**src/rtl/uart_pkg.sv**
```systemverilog
// uart_pkg -- shared types, defaults and helpers for the UART blocks.
//
// Contents:
//   tx_state_t           transmit FSM state encoding
//   DEFAULT_CLKS_PER_BIT 50 MHz system clock / 115200 baud
//   even_parity()        XOR of a data byte; unused upper bits must be zero.
//                        Shared with the receive-side controller.
//
// Optional feature macro used by the UART blocks: UART_PARITY_EN.
package uart_pkg;

  typedef enum logic [2:0] {
    IDLE,
    START,
    DATA,
    PARITY,
    STOP
  } tx_state_t;

  localparam int DEFAULT_CLKS_PER_BIT = 434;

  // Even parity bit: 1 when the byte holds an odd number of ones.
  function automatic logic even_parity(input logic [7:0] data);
    return ^data;
  endfunction

endpackage

```
**src/rtl/uart_tx_ctrl_if.sv**
```systemverilog
// uart_tx_ctrl_if -- byte handshake between a producer and the UART
// transmit controller.
//
// Signals:
//   tx_data   byte to send, valid while tx_valid is high
//   tx_valid  producer offers a byte
//   tx_ready  controller accepts a byte on an edge with tx_valid high
//
// Modports: master (byte producer), slave (transmit controller).
interface uart_tx_ctrl_if #(
  parameter int DATA_BITS = 8
);

  logic [DATA_BITS-1:0] tx_data;
  logic                 tx_valid;
  logic                 tx_ready;

  modport master (
    output tx_data,
    output tx_valid,
    input  tx_ready
  );

  modport slave (
    input  tx_data,
    input  tx_valid,
    output tx_ready
  );

endinterface

```
**src/rtl/baud_tick_gen.sv**
```systemverilog
// baud_tick_gen -- bit-period counter for the UART transmitter.
//
// Ports:
//   clk    system clock
//   reset  asynchronous, active-low reset
//   run    counter runs while high, held at zero while low
//   tick   high in the terminal-count cycle (count == CLKS_PER_BIT-1)
//
// Parameter CLKS_PER_BIT (>= 2): clock cycles per serial bit.
module baud_tick_gen
  import uart_pkg::*;
#(
  parameter int CLKS_PER_BIT = DEFAULT_CLKS_PER_BIT
) (
  input  logic clk,
  input  logic reset,
  input  logic run,
  output logic tick
);

  localparam int CNT_W = $clog2(CLKS_PER_BIT);
  localparam logic [CNT_W-1:0] TERMINAL = CNT_W'(CLKS_PER_BIT - 1);

  logic [CNT_W-1:0] count_reg;

  assign tick = run && (count_reg == TERMINAL);

  // Wrapping on tick makes every bit exactly CLKS_PER_BIT cycles long;
  // clearing while idle makes the first bit start from zero.
  always_ff @(posedge clk or negedge reset) begin
    if (!reset) begin
      count_reg <= '0;
    end else if (!run || tick) begin
      count_reg <= '0;
    end else begin
      count_reg <= count_reg + CNT_W'(1);
    end
  end

endmodule

```
**src/rtl/uart_tx_ctrl.sv**
```systemverilog
// uart_tx_ctrl -- UART transmit controller.
//
// Takes one byte per valid/ready handshake and shifts it out as
// start bit, DATA_BITS data bits LSB-first, optional even parity bit,
// stop bit.
//
// Ports:
//   clk    system clock
//   reset  asynchronous, active-low reset
//   bus    uart_tx_ctrl_if.slave byte handshake (tx_data/tx_valid/tx_ready)
//   tx     registered serial output, idles high
//   busy   high while a frame is in progress
//   done   one-cycle pulse in the last cycle of the stop bit
//
// Parameters: CLKS_PER_BIT (>= 2), DATA_BITS (5..8).
// Optional feature: define UART_PARITY_EN to insert an even parity bit.
module uart_tx_ctrl
  import uart_pkg::*;
#(
  parameter int CLKS_PER_BIT = DEFAULT_CLKS_PER_BIT,
  parameter int DATA_BITS    = 8
) (
  input  logic           clk,
  input  logic           reset,
  uart_tx_ctrl_if.slave  bus,
  output logic           tx,
  output logic           busy,
  output logic           done
);

  localparam int IDX_W = $clog2(DATA_BITS);
  localparam logic [IDX_W-1:0] LAST_IDX = IDX_W'(DATA_BITS - 1);

  tx_state_t            state_reg;
  logic [DATA_BITS-1:0] shift_reg;
  logic [IDX_W-1:0]     bit_idx_reg;
  logic                 tx_reg;
  logic                 bit_tick;
`ifdef UART_PARITY_EN
  logic                 parity_reg;
`endif

  baud_tick_gen #(
    .CLKS_PER_BIT(CLKS_PER_BIT)
  ) u_baud (
    .clk  (clk),
    .reset(reset),
    .run  (busy),
    .tick (bit_tick)
  );

  assign busy         = (state_reg != IDLE);
  assign bus.tx_ready = (state_reg == IDLE);
  assign done         = (state_reg == STOP) && bit_tick;
  assign tx           = tx_reg;

  // tx_reg is loaded with the level of the bit being entered, so the line
  // changes on the same edge as the state and has no path from the inputs.
  always_ff @(posedge clk or negedge reset) begin
    if (!reset) begin
      state_reg   <= IDLE;
      shift_reg   <= '0;
      bit_idx_reg <= '0;
      tx_reg      <= 1'b1;
`ifdef UART_PARITY_EN
      parity_reg  <= 1'b0;
`endif
    end else begin
      case (state_reg)
        IDLE: begin
          tx_reg <= 1'b1;
          if (bus.tx_valid) begin
            shift_reg   <= bus.tx_data;
            bit_idx_reg <= '0;
            tx_reg      <= 1'b0;
            state_reg   <= START;
`ifdef UART_PARITY_EN
            parity_reg  <= even_parity(8'(bus.tx_data));
`endif
          end
        end

        START: begin
          if (bit_tick) begin
            state_reg   <= DATA;
            bit_idx_reg <= '0;
            tx_reg      <= shift_reg[0];
          end
        end

        DATA: begin
          if (bit_tick) begin
            shift_reg <= shift_reg >> 1;
            if (bit_idx_reg == LAST_IDX) begin
              bit_idx_reg <= '0;
`ifdef UART_PARITY_EN
              state_reg   <= PARITY;
              tx_reg      <= parity_reg;
`else
              state_reg   <= STOP;
              tx_reg      <= 1'b1;
`endif
            end else begin
              bit_idx_reg <= bit_idx_reg + IDX_W'(1);
              // Next data bit is the one about to land in shift_reg[0].
              tx_reg      <= shift_reg[1];
            end
          end
        end

`ifdef UART_PARITY_EN
        PARITY: begin
          if (bit_tick) begin
            state_reg <= STOP;
            tx_reg    <= 1'b1;
          end
        end
`endif

        STOP: begin
          if (bit_tick) begin
            state_reg <= IDLE;
            tx_reg    <= 1'b1;
          end
        end

        default: begin
          state_reg <= IDLE;
          tx_reg    <= 1'b1;
        end
      endcase
    end
  end

endmodule

```
**src/flat_wrapper.sv**
```systemverilog
// flat-port wrapper written by rule: the top's interface ports become plain ports
module uart_tx_ctrl_flat import uart_pkg::*;
#(
  parameter int CLKS_PER_BIT = DEFAULT_CLKS_PER_BIT,
  parameter int DATA_BITS    = 8
)
  (clk, reset, tx, busy, done, bus_tx_data, bus_tx_valid, bus_tx_ready);
  uart_tx_ctrl_if #(.DATA_BITS(DATA_BITS)) bus_i ();
  input  logic clk;
  input  logic reset;
  output logic tx;
  output logic busy;
  output logic done;
  input wire logic [$bits(bus_i.tx_data)-1:0] bus_tx_data;
  input wire logic [$bits(bus_i.tx_valid)-1:0] bus_tx_valid;
  output wire logic [$bits(bus_i.tx_ready)-1:0] bus_tx_ready;
  assign bus_i.tx_data = bus_tx_data;
  assign bus_i.tx_valid = bus_tx_valid;
  assign bus_tx_ready = bus_i.tx_ready;
  uart_tx_ctrl #(.CLKS_PER_BIT(CLKS_PER_BIT), .DATA_BITS(DATA_BITS)) u_core (.clk(clk), .reset(reset), .bus(bus_i), .tx(tx), .busy(busy), .done(done));
endmodule
```
**config.mk**
```make
export PLATFORM = sky130hd
export DESIGN_NAME = uart_tx_ctrl_flat
export DESIGN_NICKNAME = d
export VERILOG_FILES = /design/src/rtl/uart_pkg.sv /design/src/rtl/uart_tx_ctrl_if.sv /design/src/rtl/baud_tick_gen.sv /design/src/rtl/uart_tx_ctrl.sv /design/src/flat_wrapper.sv
export SDC_FILE = /design/constraint.sdc
export NUM_CORES = 1
export LEC_CHECK = 0
export CORE_MARGIN = 2
export CORE_UTILIZATION = 42
export DETAILED_ROUTE_END_ITERATION = 8
export MAX_ROUTING_LAYER = met4
export SLEW_MARGIN = 5
export SYNTH_ARGS = -nofsm -noshare
export SYNTH_HDL_FRONTEND = slang
export SYNTH_HIERARCHICAL = 1
export SYNTH_SLANG_ARGS = --single-unit
```
**constraint.sdc**
```tcl
create_clock -name clk -period 3.5 [get_ports clk]
set_clock_uncertainty 0.15 [all_clocks]
set_input_delay 0.525 -clock clk [delete_from_list [all_inputs] [get_ports clk]]
set_output_delay 0.525 -clock clk [all_outputs]
set_load 0.05 [all_outputs]
```
==> report_table.html <==
<table>
<tr><th>Metric</th><th>Value</th></tr>
<tr><th colspan="2">Clock network</th></tr>
<tr><td>Root Driver</td><td>clkbuf_4</td></tr>
<tr><td>Hold buffers post-CTS</td><td>0</td></tr>
<tr><td>TritonCTS clock tree</td><td>built</td></tr>
<tr><td>Number of buffers created by CTS</td><td>3</td></tr>
<tr><td>Clock edge transition at the registers on the reported setup and hold paths</td><td>0.13 ns</td></tr>
<tr><td>Worst-Skew Late Latency</td><td>around 0.3 ns</td></tr>
<tr><td>Resized Gates After CTS</td><td>0</td></tr>
<tr><td>Buffers inserted by post-CTS timing repair</td><td>0</td></tr>
<tr><td>Buffers from clock root to sink, at most</td><td>2</td></tr>
<tr><td>Sinks on Clock Net</td><td>24</td></tr>
<tr><td>Number of H-tree levels</td><td>1</td></tr>
<tr><th colspan="2">Timing</th></tr>
<tr><td>Fraction of the cycle the final worst path needs</td><td>0.869</td></tr>
<tr><td>Final critical-path required period</td><td>3.04 ns</td></tr>
<tr><td>Final max-slew violation count</td><td>0</td></tr>
<tr><td>RSZ-0062 raised after global routing</td><td>no</td></tr>
<tr><td>Final setup vio count</td><td>0</td></tr>
<tr><td>Maximum achievable frequency</td><td>around 330 MHz</td></tr>
<tr><td>Smallest setup slack after layout</td><td>around 0.46 ns</td></tr>
<tr><td>Final total negative setup slack</td><td>0 ns</td></tr>
<tr><td>Slew at the pin closest to its max-slew limit</td><td>0.546 ns</td></tr>
<tr><td>Worst slew margin</td><td>0.635</td></tr>
<tr><td>Hold WS</td><td>around 0.37 ns</td></tr>
<tr><td>Number of endpoints with negative hold slack in the final report</td><td>0</td></tr>
<tr><th colspan="2">Power</th></tr>
<tr><td>Part of the power in the clock network</td><td>0.132</td></tr>
<tr><td>Total power per unit cell area</td><td>~700 nW/um2</td></tr>
<tr><td>Cell Int Power</td><td>~0.00065 W</td></tr>
<tr><td>Max IR drop VDD</td><td>between 300 and 400 uV</td></tr>
<tr><td>Switching fraction of total power</td><td>0.393</td></tr>
<tr><td>Leak</td><td>about 0.62 nW</td></tr>
<tr><td>Part of the power in registers</td><td>0.460</td></tr>
<tr><td>Combinational fraction of design power</td><td>0.409</td></tr>
<tr><td>Switching power</td><td>~0.00042 W</td></tr>
<tr><th colspan="2">Drt</th></tr>
<tr><td>Count of nets left with antenna violations after detail routing</td><td>0</td></tr>
<tr><td>Vias per Instance</td><td>about 5.2</td></tr>
<tr><td>Initial DRT Pass Iterations</td><td>4</td></tr>
<tr><td>DRT iter0 DRCs</td><td>52</td></tr>
<tr><td>Total via count after detailed routing</td><td>roughly 930</td></tr>
<tr><td>Total routed wire length on the met1 layer</td><td>~1100 um</td></tr>
<tr><td>WL met2</td><td>roughly 1100 um</td></tr>
<tr><td>Highest signal layer in the routed design</td><td>met4</td></tr>
<tr><td>Routed wire length on met3</td><td>65 um</td></tr>
<tr><td>Total length of routed wires</td><td>roughly 2300 um</td></tr>
<tr><td># DRC</td><td>0</td></tr>
<tr><td>Routed wire length per instance</td><td>around 13 um</td></tr>
<tr><th colspan="2">Placement</th></tr>
<tr><td>Routability-driven placement congestion ratio</td><td>0.918</td></tr>
<tr><td>Worst slack at placement</td><td>~0.70 ns</td></tr>
<tr><td>PortBufs</td><td>14</td></tr>
<tr><td>Detailed-placement wirelength estimate</td><td>1690 um</td></tr>
<tr><th colspan="2">GRT</th></tr>
<tr><td>First-pass GRT wire length</td><td>4040 um</td></tr>
<tr><td>Via count of the first global-routing pass</td><td>about 900</td></tr>
<tr><td>Overflow left after global routing</td><td>0</td></tr>
<tr><td>GR Util All Layers</td><td>0.153</td></tr>
<tr><td>Number of antenna violations at the first check in global routing</td><td>0</td></tr>
<tr><td>Maximum number of pins on one net before global-route repair</td><td>25</td></tr>
<tr><th colspan="2">Synthesis</th></tr>
<tr><td>Basic-gate share of the synthesized area counting and, or, nand and nor cells</td><td>0.193</td></tr>
<tr><td>Seq cells post-synth</td><td>24</td></tr>
<tr><td>Yosys top cell area share</td><td>0.430</td></tr>
<tr><td>Parity-gate share of the synthesized area counting xor and xnor cells</td><td>0.0262</td></tr>
<tr><td>Distinct cell type count of the synthesized netlist</td><td>39</td></tr>
<tr><td>Most instantiated cells after synthesis</td><td>dfrtp_1 (23), mux2_2 (15), nor2_1 (8)</td></tr>
<tr><td>Combined area of all synthesized cells</td><td>around 1300 um2</td></tr>
<tr><td>Number of flops mapped to enable cells by yosys</td><td>0</td></tr>
<tr><td>Mean cell area of the mapped netlist</td><td>approximately 11 um2</td></tr>
<tr><td>Fraction of the yosys area taken by sequential cells</td><td>0.450</td></tr>
<tr><td>Primary FF master, synth</td><td>dfrtp_1</td></tr>
<tr><td>Syn Nets</td><td>approximately 140</td></tr>
<tr><td>Most used standard cell by instance count after synthesis</td><td>dfrtp_1</td></tr>
<tr><td>Synth Area in Adders</td><td>0.0374</td></tr>
<tr><td>Total of warnings raised by yosys</td><td>6</td></tr>
<tr><td>Leading cell types by total area after synthesis</td><td>dfrtp_1 (43%), mux2_2 (13%), ha_1 (3.7%)</td></tr>
<tr><td>Cell type contributing the most total cell area after synthesis</td><td>dfrtp_1</td></tr>
<tr><td>Post-synthesis compound-gate area fraction</td><td>0.124</td></tr>
<tr><td>Instance count of the mapped netlist</td><td>approximately 120</td></tr>
<tr><td>Post-synthesis async set-or-reset flop share</td><td>1.00</td></tr>
<tr><td>Main combinational cell family by area after synthesis</td><td>simple AND/OR/NAND/NOR gates</td></tr>
<tr><td>Mux contribution to synthesized area</td><td>0.126</td></tr>
<tr><th colspan="2">Cells and area</th></tr>
<tr><td>Area delta synth-&gt;final</td><td>17.7%</td></tr>
<tr><td>Fill cell instance count of the final layout</td><td>about 280</td></tr>
<tr><td>Layout cells sized above 1</td><td>0.235</td></tr>
<tr><td>Flip-flop count of the largest register after layout</td><td>9</td></tr>
<tr><td>Ant diodes</td><td>0</td></tr>
<tr><td>Number of nets in the final layout</td><td>~150</td></tr>
<tr><th colspan="2">Critical path</th></tr>
<tr><td>Timing startpoint of the critical path</td><td>u_core/state_reg[0]$_DFFE_PN0P_</td></tr>
<tr><td>Worst Setup Path Type</td><td>reg2out</td></tr>
<tr><td>Most frequent cell on the critical path</td><td>inv_1</td></tr>
<tr><td>CP endpoint kind</td><td>primary output</td></tr>
<tr><td>Largest stage delay on the critical path</td><td>around 0.71 ns</td></tr>
<tr><td>Critical path fanouts, max</td><td>15</td></tr>
<tr><td>Slowest cell on the critical path</td><td>dfrtp_1</td></tr>
<tr><td>Type of origin of the critical path</td><td>flip-flop</td></tr>
<tr><td>Startpoint of the worst-slack reg-to-reg timing path</td><td>u_core/state_reg[0]$_DFFE_PN0P_</td></tr>
<tr><td>Worst path arrival time</td><td>around 2.4 ns</td></tr>
<tr><td>Critical path required time</td><td>~2.8 ns</td></tr>
<tr><td>Critical Path, Cell by Cell</td><td>nor3_2 -&gt; inv_1 -&gt; inv_1 -&gt; nor4_1 -&gt; buf_4 -&gt; nor4b_2 -&gt; buf_12</td></tr>
<tr><th colspan="2">Floorplanning</th></tr>
<tr><td>I/O pins</td><td>15</td></tr>
<tr><td>Die boundary width</td><td>~60 um</td></tr>
<tr><td>Core outline area</td><td>3050 um2</td></tr>
<tr><td>Chip height</td><td>60.5 um</td></tr>
<tr><td>Total Die Area</td><td>around 3700 um2</td></tr>
<tr><td>Initial Util</td><td>0.439</td></tr>
<tr><td>Std cell rows</td><td>20</td></tr>
<tr><th colspan="2">Hold path</th></tr>
<tr><td>Classification of the worst-slack hold path</td><td>reg2reg</td></tr>
<tr><td>Startpoint of the lowest-slack hold path</td><td>u_core/shift_reg[4]$_DFFE_PN0P_</td></tr>
<tr><th colspan="2">Outcome</th></tr>
<tr><td>Result of the run</td><td>complete, no violations</td></tr>
<tr><th colspan="2">Run</th></tr>
<tr><td>Max Cap Violations</td><td>0</td></tr>
</table>
## cells by family (layout without fill, tap and decap cells)
family / count (synthesis) / count (layout)
flip-flops: 24 / 24
AO/OA/AOI/OAI: 20 / 20
multiplexers: 15 / 15
buffers and inverters: 12 / 27
AND/OR/NAND/NOR: 42 / 42
XOR/XNOR: 4 / 4
adder cells (fa/ha/maj): 4 / 4
## path summary, 6_finish.rpt
check,to,slack [ns],depth (start not counted)
worst max-delay path,done,0.46,7
worst min-delay path,u_core/shift_reg[4]$_DFFE_PN0P_,0.37,1
worst max register to register,u_core/shift_reg[5]$_DFFE_PN0P_,0.67,8
worst min register to register,u_core/shift_reg[4]$_DFFE_PN0P_,0.37,1
max in group asynchronous,u_core/tx$_DFFE_PN1P_,2.50,2
min in group asynchronous,u_core/state_reg[2]$_DFFE_PN0P_,0.41,2
## power by group through the flow
stage,sequential (W),combinational [W],clock [W]
finish,0.000495,0.000440,0.000142
global route,0.000517,0.000489,0.000162
CTS,0.000495,0.000445,0.000151
detailed placement,0.000501,0.000442,0
global placement,0.000497,0.000434,0
floorplan,0.000477,0.000352,0
## worst max-delay path, delay by kind of cell, from the launching register on
kind          cells  cell delay (ns)
buf+inv           4             0.65
simple gates      3             0.71
flops             1             0.71
## per-layer routing
| layer | GRT usage | up-vias |
|---|---|---|
| li1 | - | 475 |
| met1 | 0.205 | 443 |
| met2 | 0.234 | 14 |
| met3 | 0.0256 | 2 |
| met4 | 0.0590 | 0 |
| met5 | - | - |
## layout by cell type, fill, tap and decap left out, drive strengths merged
cell	count
dfrtp	23
mux2	15
clkdlybuf4s50	13
nor2	8
inv	7
nand2	6
nand3	5
a21oi	4
ha	4
clkbuf	4
or3	4
o21ai	3
xor2	3
a31oi	3
nand4	3
buf	3
o311ai	2
a32o	2
nand3b	2
nand2b	2
nor3	2
nor4b	2
nor3b	2
nor2b	1
a2111oi	1
or4b	1
and2	1
a22o	1
a211oi	1
dfstp	1
o221ai	1
or4	1
or3b	1
o31ai	1
xnor2	1
nor4	1
o211ai	1
## through the flow
stage	utilization	std cells	power (W)	cell area, um2
final	0.516	180	0.00108	1580
after global routing	0.516	180	0.00117	1580
after CTS	0.516	180	0.00109	1580
after detailed placement	0.504	176	0.000944	1540
after global placement	0.504	176	0.000931	1540
after floorplan	-	121	0.000830	1350
## area by class of cell
cell class                 count  area (um2)  area share
clock buffer                   4        36.3      0.0230
inverter                       7        26.3      0.0167
multi-input combinational     85         691       0.438
sequential                    24         602       0.382
tap                           44        55.1      0.0349
timing repair buffer          16         165       0.105
Power figures use the tool's default switching activity.
